$ cat config.mk
export PLATFORM = sky130hd
export DESIGN_NAME = mem_arbiter_n
export DESIGN_NICKNAME = d
export VERILOG_FILES = /design/src/rtl/mem_arb_pkg.sv /design/src/rtl/mem_rr_arbiter.sv /design/src/rtl/mem_arbiter_n.sv
export SDC_FILE = /design/constraint.sdc
export NUM_CORES = 1
export LEC_CHECK = 0
export ABC_AREA = 1
export CAP_MARGIN = 20
export CORE_MARGIN = 4
export CORE_UTILIZATION = 34
export DETAILED_ROUTE_END_ITERATION = 6
export PLACE_DENSITY = 0.71
export SLEW_MARGIN = 20
export SYNTH_ARGS = -nofsm -noshare
export SYNTH_HDL_FRONTEND = slang
export SYNTH_HIERARCHICAL = 1
export SYNTH_SLANG_ARGS = --single-unit
$ cat constraint.sdc
create_clock -name clk_in -period 2.45 [get_ports clk_in]
set_clock_uncertainty 0.05 [all_clocks]
set_input_delay 0.3675 -clock clk_in [delete_from_list [all_inputs] [get_ports clk_in]]
set_output_delay 0.3675 -clock clk_in [all_outputs]
set_load 0.02 [all_outputs]
$ cat src/rtl/mem_arb_pkg.sv
// Shared types and helpers for the byte-serial memory arbiter.
// Holds the controller state encoding, the IO-space decode and the transfer-length rules.
package mem_arb_pkg;

    typedef enum logic [1:0] {
        S_IDLE    = 2'd0,
        S_XFER    = 2'd1,
        S_IO_WAIT = 2'd2,
        S_FINISH  = 2'd3
    } arb_state_t;

    // IO space is selected by address bits [17:16] == 2'b11.
    localparam int         IO_SEL_LSB = 16;
    localparam logic [1:0] IO_SPACE   = 2'b11;

    localparam logic [2:0] LEN_BYTE = 3'd1;
    localparam logic [2:0] LEN_HALF = 3'd2;
    localparam logic [2:0] LEN_WORD = 3'd4;

    // A length of 0 becomes one byte, and anything above a word becomes a word.
    function automatic logic [2:0] clamp_len(input logic [2:0] len);
        if (len == 3'd0) begin
            return LEN_BYTE;
        end else if (len > LEN_WORD) begin
            return LEN_WORD;
        end else begin
            return len;
        end
    endfunction

endpackage

$ cat src/rtl/mem_rr_arbiter.sv
// Request arbiter: fixed priority (lowest index wins) or round-robin from a rotating pointer.
// The grant is combinational; the pointer advances to grant+1 only when the caller takes the grant.
module mem_rr_arbiter
    import mem_arb_pkg::*;
#(
    parameter int NUM_CH   = 2,
    parameter int ARB_MODE = 0,
    localparam int PTR_W   = (NUM_CH > 1) ? $clog2(NUM_CH) : 1
) (
    input  logic              clk_in,
    input  logic              rst_in,
    input  logic              en,
    input  logic              take,
    input  logic [NUM_CH-1:0] req,
    output logic              any,
    output logic [PTR_W-1:0]  grant_idx
);

    logic [PTR_W-1:0] rr_ptr;

    always_comb begin
        int start;
        int idx;
        // NOTE: every combinational output gets a default first, so no path leaves one unassigned and no latch is inferred.
        any       = 1'b0;
        grant_idx = '0;
        idx       = 0;
        start     = (ARB_MODE == 1) ? int'(rr_ptr) : 0;
        for (int k = 0; k < NUM_CH; k++) begin
            idx = (start + k) % NUM_CH;
            if (!any && req[idx]) begin
                any       = 1'b1;
                grant_idx = PTR_W'(idx);
            end
        end
    end

    always_ff @(posedge clk_in or negedge rst_in) begin
        if (!rst_in) begin
            rr_ptr <= '0;
        end else if (en && take) begin
            rr_ptr <= (grant_idx == PTR_W'(NUM_CH - 1)) ? '0 : grant_idx + 1'b1;
        end
    end

endmodule

$ cat src/rtl/mem_arbiter_n.sv
// NUM_CH-requester controller for the byte-serial RAM/IO bus with 1..4-byte little-endian transfers.
// It adds IO-write flow control against io_buffer_full and flush semantics that abort reads only.
module mem_arbiter_n
    import mem_arb_pkg::*;
#(
    parameter int NUM_CH   = 2,
    parameter int ARB_MODE = 0,
    parameter int ADDR_W   = 32,
    parameter int IO_GAP   = 1
) (
    input  logic                     clk_in,
    input  logic                     rst_in,
    input  logic                     rdy_in,
    input  logic                     clear,
    input  logic [NUM_CH-1:0]        req_valid,
    input  logic [NUM_CH-1:0]        req_we,
    input  logic [NUM_CH*ADDR_W-1:0] req_addr,
    input  logic [NUM_CH*32-1:0]     req_wdata,
    input  logic [NUM_CH*3-1:0]      req_len,
    output logic [NUM_CH-1:0]        resp_valid,
    output logic [31:0]              resp_data,
    input  logic [7:0]               mem_din,
    output logic [7:0]               mem_dout,
    output logic [ADDR_W-1:0]        mem_a,
    output logic                     mem_wr,
    input  logic                     io_buffer_full
);

    localparam int PTR_W = (NUM_CH > 1) ? $clog2(NUM_CH) : 1;

    arb_state_t       state, state_d;
    logic             any_req;
    logic [PTR_W-1:0] grant_idx, cur_ch;
    logic [ADDR_W-1:0] addr_q;
    logic             we_q;
    logic [31:0]      wdata_q;
    logic [2:0]       len_q, cnt;
    logic [7:0]       gap_cnt;
    logic             pend_valid;
    logic [1:0]       pend_idx;
    logic             do_grant, issue, start_gap, gap_tick, do_resp;
    logic             is_io, io_block, abort, last_byte, all_sent;

    mem_rr_arbiter #(.NUM_CH(NUM_CH), .ARB_MODE(ARB_MODE)) u_arb (
        .clk_in    (clk_in),
        .rst_in    (rst_in),
        .en        (rdy_in),
        .take      (do_grant),
        .req       (req_valid),
        .any       (any_req),
        .grant_idx (grant_idx)
    );

    always_comb begin
        is_io     = (addr_q[IO_SEL_LSB +: 2] == IO_SPACE);
        io_block  = we_q && is_io && io_buffer_full;
        abort     = clear && !we_q;
        last_byte = (cnt == len_q - 3'd1);
        all_sent  = (cnt == len_q);
        state_d   = state;
        do_grant  = 1'b0;
        issue     = 1'b0;
        start_gap = 1'b0;
        gap_tick  = 1'b0;
        do_resp   = 1'b0;
        mem_a     = '0;
        mem_dout  = '0;
        mem_wr    = 1'b0;
        unique case (state)
            S_IDLE: begin
                // The response cycle is itself IDLE; holding off here leaves one idle cycle between transfers.
                if (any_req && !clear && resp_valid == '0) begin
                    do_grant = 1'b1;
                    state_d  = S_XFER;
                end
            end
            S_XFER: begin
                mem_a    = addr_q + ADDR_W'(cnt);
                mem_dout = wdata_q[{cnt[1:0], 3'b000} +: 8];
                if (abort) begin
                    state_d = S_IDLE;
                end else if (io_block) begin
                    state_d = S_IO_WAIT;
                end else begin
                    issue  = 1'b1;
                    mem_wr = we_q && rdy_in;
                    if (we_q && is_io && IO_GAP > 0) begin
                        start_gap = 1'b1;
                        state_d   = S_IO_WAIT;
                    end else if (last_byte) begin
                        do_resp = we_q;
                        state_d = we_q ? S_IDLE : S_FINISH;
                    end
                end
            end
            S_IO_WAIT: begin
                if (gap_cnt != 8'd0) begin
                    gap_tick = 1'b1;
                    if (gap_cnt == 8'd1) begin
                        do_resp = all_sent;
                        state_d = all_sent ? S_IDLE : S_XFER;
                    end
                end else if (!io_buffer_full) begin
                    state_d = S_XFER;
                end
            end
            S_FINISH: begin
                do_resp = !abort;
                state_d = S_IDLE;
            end
            default: state_d = S_IDLE;
        endcase
    end

    always_ff @(posedge clk_in or negedge rst_in) begin
        if (!rst_in) begin
            state <= S_IDLE;
        end else if (rdy_in) begin
            state <= state_d;
        end
    end

    always_ff @(posedge clk_in or negedge rst_in) begin
        if (!rst_in) begin
            cur_ch     <= '0;
            addr_q     <= '0;
            we_q       <= 1'b0;
            wdata_q    <= '0;
            len_q      <= LEN_BYTE;
            cnt        <= '0;
            gap_cnt    <= '0;
            pend_valid <= 1'b0;
            pend_idx   <= '0;
            resp_valid <= '0;
            resp_data  <= '0;
        end else begin
            // NOTE: state registers use non-blocking assignments so every flop samples pre-edge values.
            if (rdy_in) begin
                resp_valid <= '0;
                if (do_resp) begin
                    resp_valid[cur_ch] <= 1'b1;
                end
                if (do_grant) begin
                    cur_ch    <= grant_idx;
                    addr_q    <= req_addr[int'(grant_idx)*ADDR_W +: ADDR_W];
                    we_q      <= req_we[grant_idx];
                    wdata_q   <= req_wdata[int'(grant_idx)*32 +: 32];
                    len_q     <= clamp_len(req_len[int'(grant_idx)*3 +: 3]);
                    cnt       <= '0;
                    resp_data <= '0;
                end
                if (issue) begin
                    cnt <= cnt + 3'd1;
                end
                if (start_gap) begin
                    gap_cnt <= 8'(IO_GAP);
                end else if (gap_tick) begin
                    gap_cnt <= gap_cnt - 8'd1;
                end
            end
            // The RAM answers one cycle after any address regardless of rdy_in, so capture tracks the bus.
            pend_valid <= issue && !we_q && rdy_in;
            pend_idx   <= cnt[1:0];
            if (pend_valid) begin
                resp_data[{pend_idx, 3'b000} +: 8] <= mem_din;
            end
        end
    end

endmodule
# After elaboration in Yosys (flattened, before gate mapping)
# Index checks and enable logic that the tools add are counted.
# totals
wordCells	115
inputBits	151
out_inout_bits	75
register_bits	119
# classes
shift	6
eq_ne	11
n_addsub	5
n_mux	52
magnitude_cmp	4
n_mul	1
n_reduce_logical	24
# ops
cell	n
32-bit two-way mux	4
64-bit by 7-bit indexed part select with 32-bit output	2
32-bit by 3-bit adder with 32-bit output	1
32-bit bitwise mux	1
8-bit by 7-bit variable shift with 32-bit output (first input constant)	1
32-bit by 6-bit indexed part select with 8-bit output	1
8-bit by 7-bit indexed part select with 32-bit output	1
1-bit two-way mux	27
8-bit two-way mux	3
2-bit two-way mux	10
3-bit two-way mux	4
1-bit logical AND	10
8-bit by 1-bit equality test with 1-bit output (second input constant)	1
2-bit one-hot mux with 4 select lines	1
8-bit nonzero test	1
8-bit by 1-bit subtractor with 8-bit output (second input constant)	1
5-bit negator with 7-bit output	1
2-bit equality test (second input constant)	3
3-bit equality test	2
3-bit inequality test (second input constant)	2
2-bit AND reduction	3
6-bit by 4-bit indexed part select with 3-bit output	1
5-bit inequality test (second input constant)	1
5-bit AND reduction	1
other kinds (14)	20

# Longest topological paths before layout
# Gate-level depths: netlist (run 1).
# logic_depth
word_depth	12
mapped_depth	13
ltp_nobuf	12

# By module
# Netlist (run 1), hierarchy kept.
# by_module_without_submodules
mod	instances	seq_area_each_um2	cells_each	area_each_um2
mem_arbiter_n	1	2979.1	1018	7225.7
mem_rr_arbiter	1	0.0	4	15.0

# Worst setup path after synthesis (run 1)
# Ideal clock, no wire load.
# synth_path
kind	register -> output
start	register cnt[0]
end	output mem_a[24]
arrival_time_ps	1848
stages_incl_launch_ff	11
required_time_ps	2033
n_path_buf	0
path_slack_ps	185
cell_sequence	dfrtp_1 ha_1 fa_1 nand2_1 nand2_1 nand2_1 inv_1 and2_1 nand3_1 nand2_1 nor2_1
# synth_via
elab_chain_cells	2
# synth_lines
element	line_no	rtl
from (decl)	mem_arbiter_n.sv:37	logic [2:0] len_q, cnt;
from (signal assigned)	mem_arbiter_n.sv:153	cnt <= cnt + 3'd1;
32-bit by 3-bit adder with 32-bit output	mem_arbiter_n.sv:78	mem_a = addr_q + ADDR_W'(cnt);
32-bit two-way mux	mem_arbiter_n.sv:69	unique case (state)
to (decl)	mem_arbiter_n.sv:24	output logic [ADDR_W-1:0] mem_a,
# Every way passes these cells.

# Worst setup path in the final report (run 1)
# Same ends and word-level chain as after synthesis.

==> results.cfg, run 1 <==
[cells_and_area]
diodes = 0
syn_to_final_growth_pct = 50.48
final_common_cell = nand2_1
nets = 1447
final_cell_mix = nand2_1, clkdlybuf4s50_1, inv_1
drive_above_1_share_pct = 15.74
final_area_um2 = 10890

[placement]
dp_hpwl_mm = 18.43
dpl-instance-area_um2 = 10030
place_congestion = 0.9281
numPortBuffers = 225

[route]
drtAntennaViolNets = 0
totalWireLength_mm = 24.44
drt-wirelength-per-cell_um = 15.55
vias = 7659
drc = 0
drt_pre_antenna_iters = 5
vias_per_cell = 4.875
drt_iter0_drc = 455

[clock_tree]
cts_buffer_depth = 2
numCtsBuffers = 17
htree_levels = 4
root_buffer = clkbuf_16
cts_tree = built
clk_latency_ps = 420
clkSlewWorstSetupHoldPaths_ps = 60
cts.sinks = 119

[floorplanning]
core_um2 = 20960
initial_core_util_pct = 34.54
dieArea_um2 = 23680
die_x_um = 153.9
die_h_um = 153.9
rows = 53
num_io_pins = 226

[global_routing]
grt_pass1_wl_mm = 37.89
track_usage_pct = 19.98
grt_pass1_vias = 7158
grt_max_degree = 63
gr-total-overflow = 0
antenna_found_initial = 0

[worst_setup_path]
cp_cell_sequence = ha_4 > fa_2 > nand2_2 > nand2_4 > nand2_4 > inv_2 > and2_4 > nand2_2 > nand2_2 > nand2_2 > nor2_1 > buf_4
required_ps = 2030
slowest_delay_ps = 420
path_class = register to output port
cp-start-kind = register
reg2reg_to = state[0]$_DFFE_PN0P_
cp_max_fo = 3
reg2reg_slack_ps = 600
rr_worst_depth = 11
cpMostUsedCell = nand2_2
r2r-start = cnt[0]$_DFFE_PN0P_
crit_arrival_ps = 2250
crit_slowest_cell = dfrtp_1
end_kind = output port

[yosys]
yosys_warnings = 6
synth_area_per_cell_um2 = 7.088
syn_inst = 1021
syn_nets = 1185
syn_area_um2 = 7237

[timing]
worst_pin_slew_ps = 539.4
max_freq_mhz = 375.4
rsz0062_at_grt = yes
finalHoldViolations = 0
fin_crit_sh_pct = 108.7
fin_ws_ps = -214.0
slew_violations = 0
setup_viol = 23
max-slew-margin-rel_pct = 63.76
fin_crit_ps = 2664

[job]
max_cap_violations = 0

[hold_path]
min_path_type = input pin to asynchronous set/reset pin

[pwr]
pwr_density_cell_nw_per_um2 = 998.1
ir_worst_vdd_mv = 0.5036
p_leak_nw = 5.027
finalPower_w = 0.01087

[status]
status = complete, but fails checks
violations = negative setup slack
[routing by layer]
| layer | vias up | track usage [%] | part of all wire, % |
|---|---|---|---|
| met1 | 3513 | 27.25 | 44 |
| met3 | 29 | 3.968 | 6.2 |
| met4 | 0 | 5.551 | 1.7 |
| met5 | - | 0 | 0 |
| met2 | 282 | 32.50 | 48 |
| li1 | 3835 | - | - |
[how the worst max path moves through the flow]
stage	startpoint	to	cells past startpoint	slack (ps)
2_1_floorplan	cnt[0]$_DFFE_PN0P_	mem_a[24]	10	180
3_3_place_gp	addr_q[0]$_DFFE_PN0P_	mem_a[24]	11	-310
3_5_place_dp	addr_q[0]$_DFFE_PN0P_	mem_a[24]	11	-350
4_1_cts	addr_q[0]$_DFFE_PN0P_	mem_a[24]	11	-240
5_1_grt	cnt[0]$_DFFE_PN0P_	mem_a[28]	12	-330
6_report	cnt[0]$_DFFE_PN0P_	mem_a[24]	12	-210
[layout make-up]
class / instances / area, µm²
inverter: 157 / 594.3
fill: 1993 / 10060
multi-input combinational: 702 / 3717
tap: 275 / 344.1
clock inverter: 11 / 102.6
sequential: 119 / 2980
clock buffer: 21 / 450.4
timing repair buffer: 286 / 2701
[through the flow]
stage / hold WS, ps / setup TNS, ps / instances / setup WS [ps] / utilization, %
floorplan: 21.91 / 0 / 1021 / 184.6 / -
global placement: 335.4 / -3560 / 1524 / -309.6 / 47.86
detailed placement: 336.2 / -4669 / 1524 / -345.8 / 47.86
CTS: 433.4 / -2515 / 1565 / -238.3 / 50.93
global route: 445.2 / -5595 / 1571 / -327.0 / 51.97
finish: 419.6 / -2651 / 1571 / -214.0 / 51.97
[where the power goes]
| group | internal (W) | switching (W) | leakage [nW] | total (W) |
|---|---|---|---|---|
| registers | 0.00270 | 0.000606 | 1.52 | 0.00331 |
| logic | 0.00206 | 0.00316 | 3.24 | 0.00522 |
| clock network | 0.00142 | 0.000921 | 0.263 | 0.00234 |
[critical path: cells and delay by family, from the launching register on]
kind | cells | cell delay [ps]
buf+inv | 2 | 200
simple gates | 8 | 660
flops | 1 | 420
fa+ha+maj | 2 | 550
[what timing repair did]
item / in CTS / in global routing
pin swaps: 15 / 36
resized for setup: 190 / 86
hold endpoints to repair: 35 / 0
setup buffers: 8 / 7
hold buffers: 1 / 0
setup endpoints to repair: 41 / 39
[registers in the layout, summed over array words and instances, names as in the netlist, 3 cells and up]
signal,flops
resp_data,32
addr_q,32
gap_cnt,8
len_q,3
cnt,3
wdata_q,32
No activity file was read; power rests on OpenSTA's default activity.
==> run 2: changes to the inputs <==
SLEW_MARGIN = unset   (was 20)
==> results of run 2 <==
Same layout as run 1: the final DEF is identical, and so are final timing and power.
==> run 3: changes to the inputs <==
CORE_ASPECT_RATIO = 0.5   (was unset)
CTS_CLUSTER_DIAMETER = 50   (was unset)
GPL_ROUTABILITY_DRIVEN = 0   (was unset)
==> results.cfg, run 3 (synthesized netlist as in run 1, its figures left out) <==
[placement]
numPortBuffers = 225
dpl-instance-area_um2 = 10020
dp_hpwl_mm = 18.27
place_inst = 1523

[status]
status = complete, but fails checks
violations = negative setup slack

[timing]
finalSetupTns_ps = -3171
fin_ws_ps = -224.4
slew_violations = 0
finalHoldViolations = 0
fin_crit_ps = 2674
worst_pin_slew_ps = 534.4
max-slew-margin-rel_pct = 64.10
max_freq_mhz = 373.9
setup_viol = 25
fin_crit_sh_pct = 109.2
rsz0062_at_grt = yes

[worst_setup_path]
required_ps = 2030
cp_max_fo = 4
end_kind = output port
critPathLaunch = cnt[0]$_DFFE_PN0P_
crit_arrival_ps = 2260
reg2reg_slack_ps = 590
r2r-start = pend_idx[0]$_DFF_PN0_
path_class = register to output port
cp-start-kind = register

[pwr]
power_switching_w = 0.004710
p_int_w = 0.006472
combPwrFrac_pct = 48.2
pwr_density_cell_nw_per_um2 = 1021
clkPwrFrac_pct = 22.4
p_seq_share_pct = 29.4
switching_share_pct = 42.12
ir_worst_vdd_mv = 0.4339
p_leak_nw = 5.095

[cells_and_area]
final_cells = 1577
fillers = 1950
final_common_cell = nand2_1
syn_to_final_growth_pct = 51.28
nets = 1454
top_regs = addr_q (32), resp_data (32), wdata_q (32)
final_cell_mix = nand2_1, clkdlybuf4s50_1, inv_1
drive_above_1_share_pct = 15.50
final_area_um2 = 10950

[floorplanning]
die_x_um = 214.3
rows = 37
num_io_pins = 226
dieArea_um2 = 23830
core_um2 = 20740
initial_core_util_pct = 34.89
die_h_um = 111.2

[clock_tree]
clk_latency_ps = 410
cts_tree = built
numCtsBuffers = 17
clkSlewWorstSetupHoldPaths_ps = 60
htree_levels = 4
root_buffer = clkbuf_16
cts_buffer_depth = 2
cts.sinks = 119

[route]
drt-wirelength-per-cell_um = 15.46
drt_iter0_drc = 693
vias_per_cell = 5.007
drc = 0
totalWireLength_mm = 24.38
drtAntennaViolNets = 0
drt_pre_antenna_iters = 6
vias = 7896

[global_routing]
track_usage_pct = 19.92
antenna_found_initial = 2
grt_pass1_wl_mm = 38.78
gr-total-overflow = 0
grt_max_degree = 72
grt_pass1_vias = 7712

[job]
max_cap_violations = 0

[hold_path]
min_path_type = input pin to asynchronous set/reset pin
-- run 3: worst paths after layout --
kind | to | cells past startpoint
setup / recovery | mem_a[30] | 11
hold / removal | addr_q[10]$_DFFE_PN0P_ | 2
setup reg to reg | resp_data[5]$_DFF_PN0_ | 5
hold reg to reg | wdata_q[25]$_DFFE_PN0P_ | 2
max in group asynchronous | resp_data[31]$_DFF_PN0_ | 3
min in group clk_in | wdata_q[25]$_DFFE_PN0P_ | 2
-- run 3: per-layer routing --
metal	vias to the layer above	wire, µm	GRT usage (%)
met3	58	1388	3.806
met5	-	0	0
met2	282	11950	33.64
li1	3843	-	-
met4	0	803	8.287
met1	3713	10230	25.18
-- run 3: repair_timing --
action	4_1_cts	5_1_grt
hold endpoints to repair	33	0
hold buffers	1	0
setup buffers	14	5
endpoints found under the setup margin	39	39
gates resized for setup	223	28
pin swaps	26	25
cloned	1	0
-- run 3: stage by stage --
step	util (%)	hold WS, ps	setup WS, ps	total power (W)
floorplan	-	21.91	184.6	0.006068
global placement	48.33	316.4	-307.9	0.008174
detailed placement	48.33	316.7	-373.0	0.008283
CTS	52.46	430.0	-198.1	0.01108
global route	52.79	450.7	-322.8	0.01193
finish	52.79	417.8	-224.4	0.01118
-- run 3: final cells by class --
| class | instances | area [µm²] | share of cell area (%) |
|---|---|---|---|
| Antenna cell | 1 | 2.502 | 0.02286 |
| Clock buffer | 21 | 450.4 | 4.114 |
| Clock inverter | 11 | 130.1 | 1.189 |
| Inverter | 157 | 595.6 | 5.440 |
| Multi-Input combinational cell | 702 | 3689 | 33.69 |
| Sequential cell | 119 | 2979 | 27.21 |
| Tap cell | 273 | 341.6 | 3.120 |
| Timing Repair Buffer | 292 | 2753 | 25.14 |
| Timing Repair inverter | 1 | 7.507 | 0.06857 |
-- run 3: worst max-delay path: stages, from the launching register on --
cell,delay [ps]
dfrtp_1,380
ha_2,210
fa_2,410
nand2_2,90
nand2_4,80
nand3_4,150
nor2_4,50
buf_6,120
nand3_2,70
nand2_2,70
nor2_4,100
buf_6,130
-- run 3: power by group through the flow --
stage	Sequential (W)	Clock, W	Combinational [W]
floorplan	0.00322	0	0.00285
global placement	0.00326	0	0.00492
detailed placement	0.00328	0	0.00501
CTS	0.00326	0.00255	0.00527
global route	0.00337	0.00264	0.00591
finish	0.00329	0.00251	0.00539
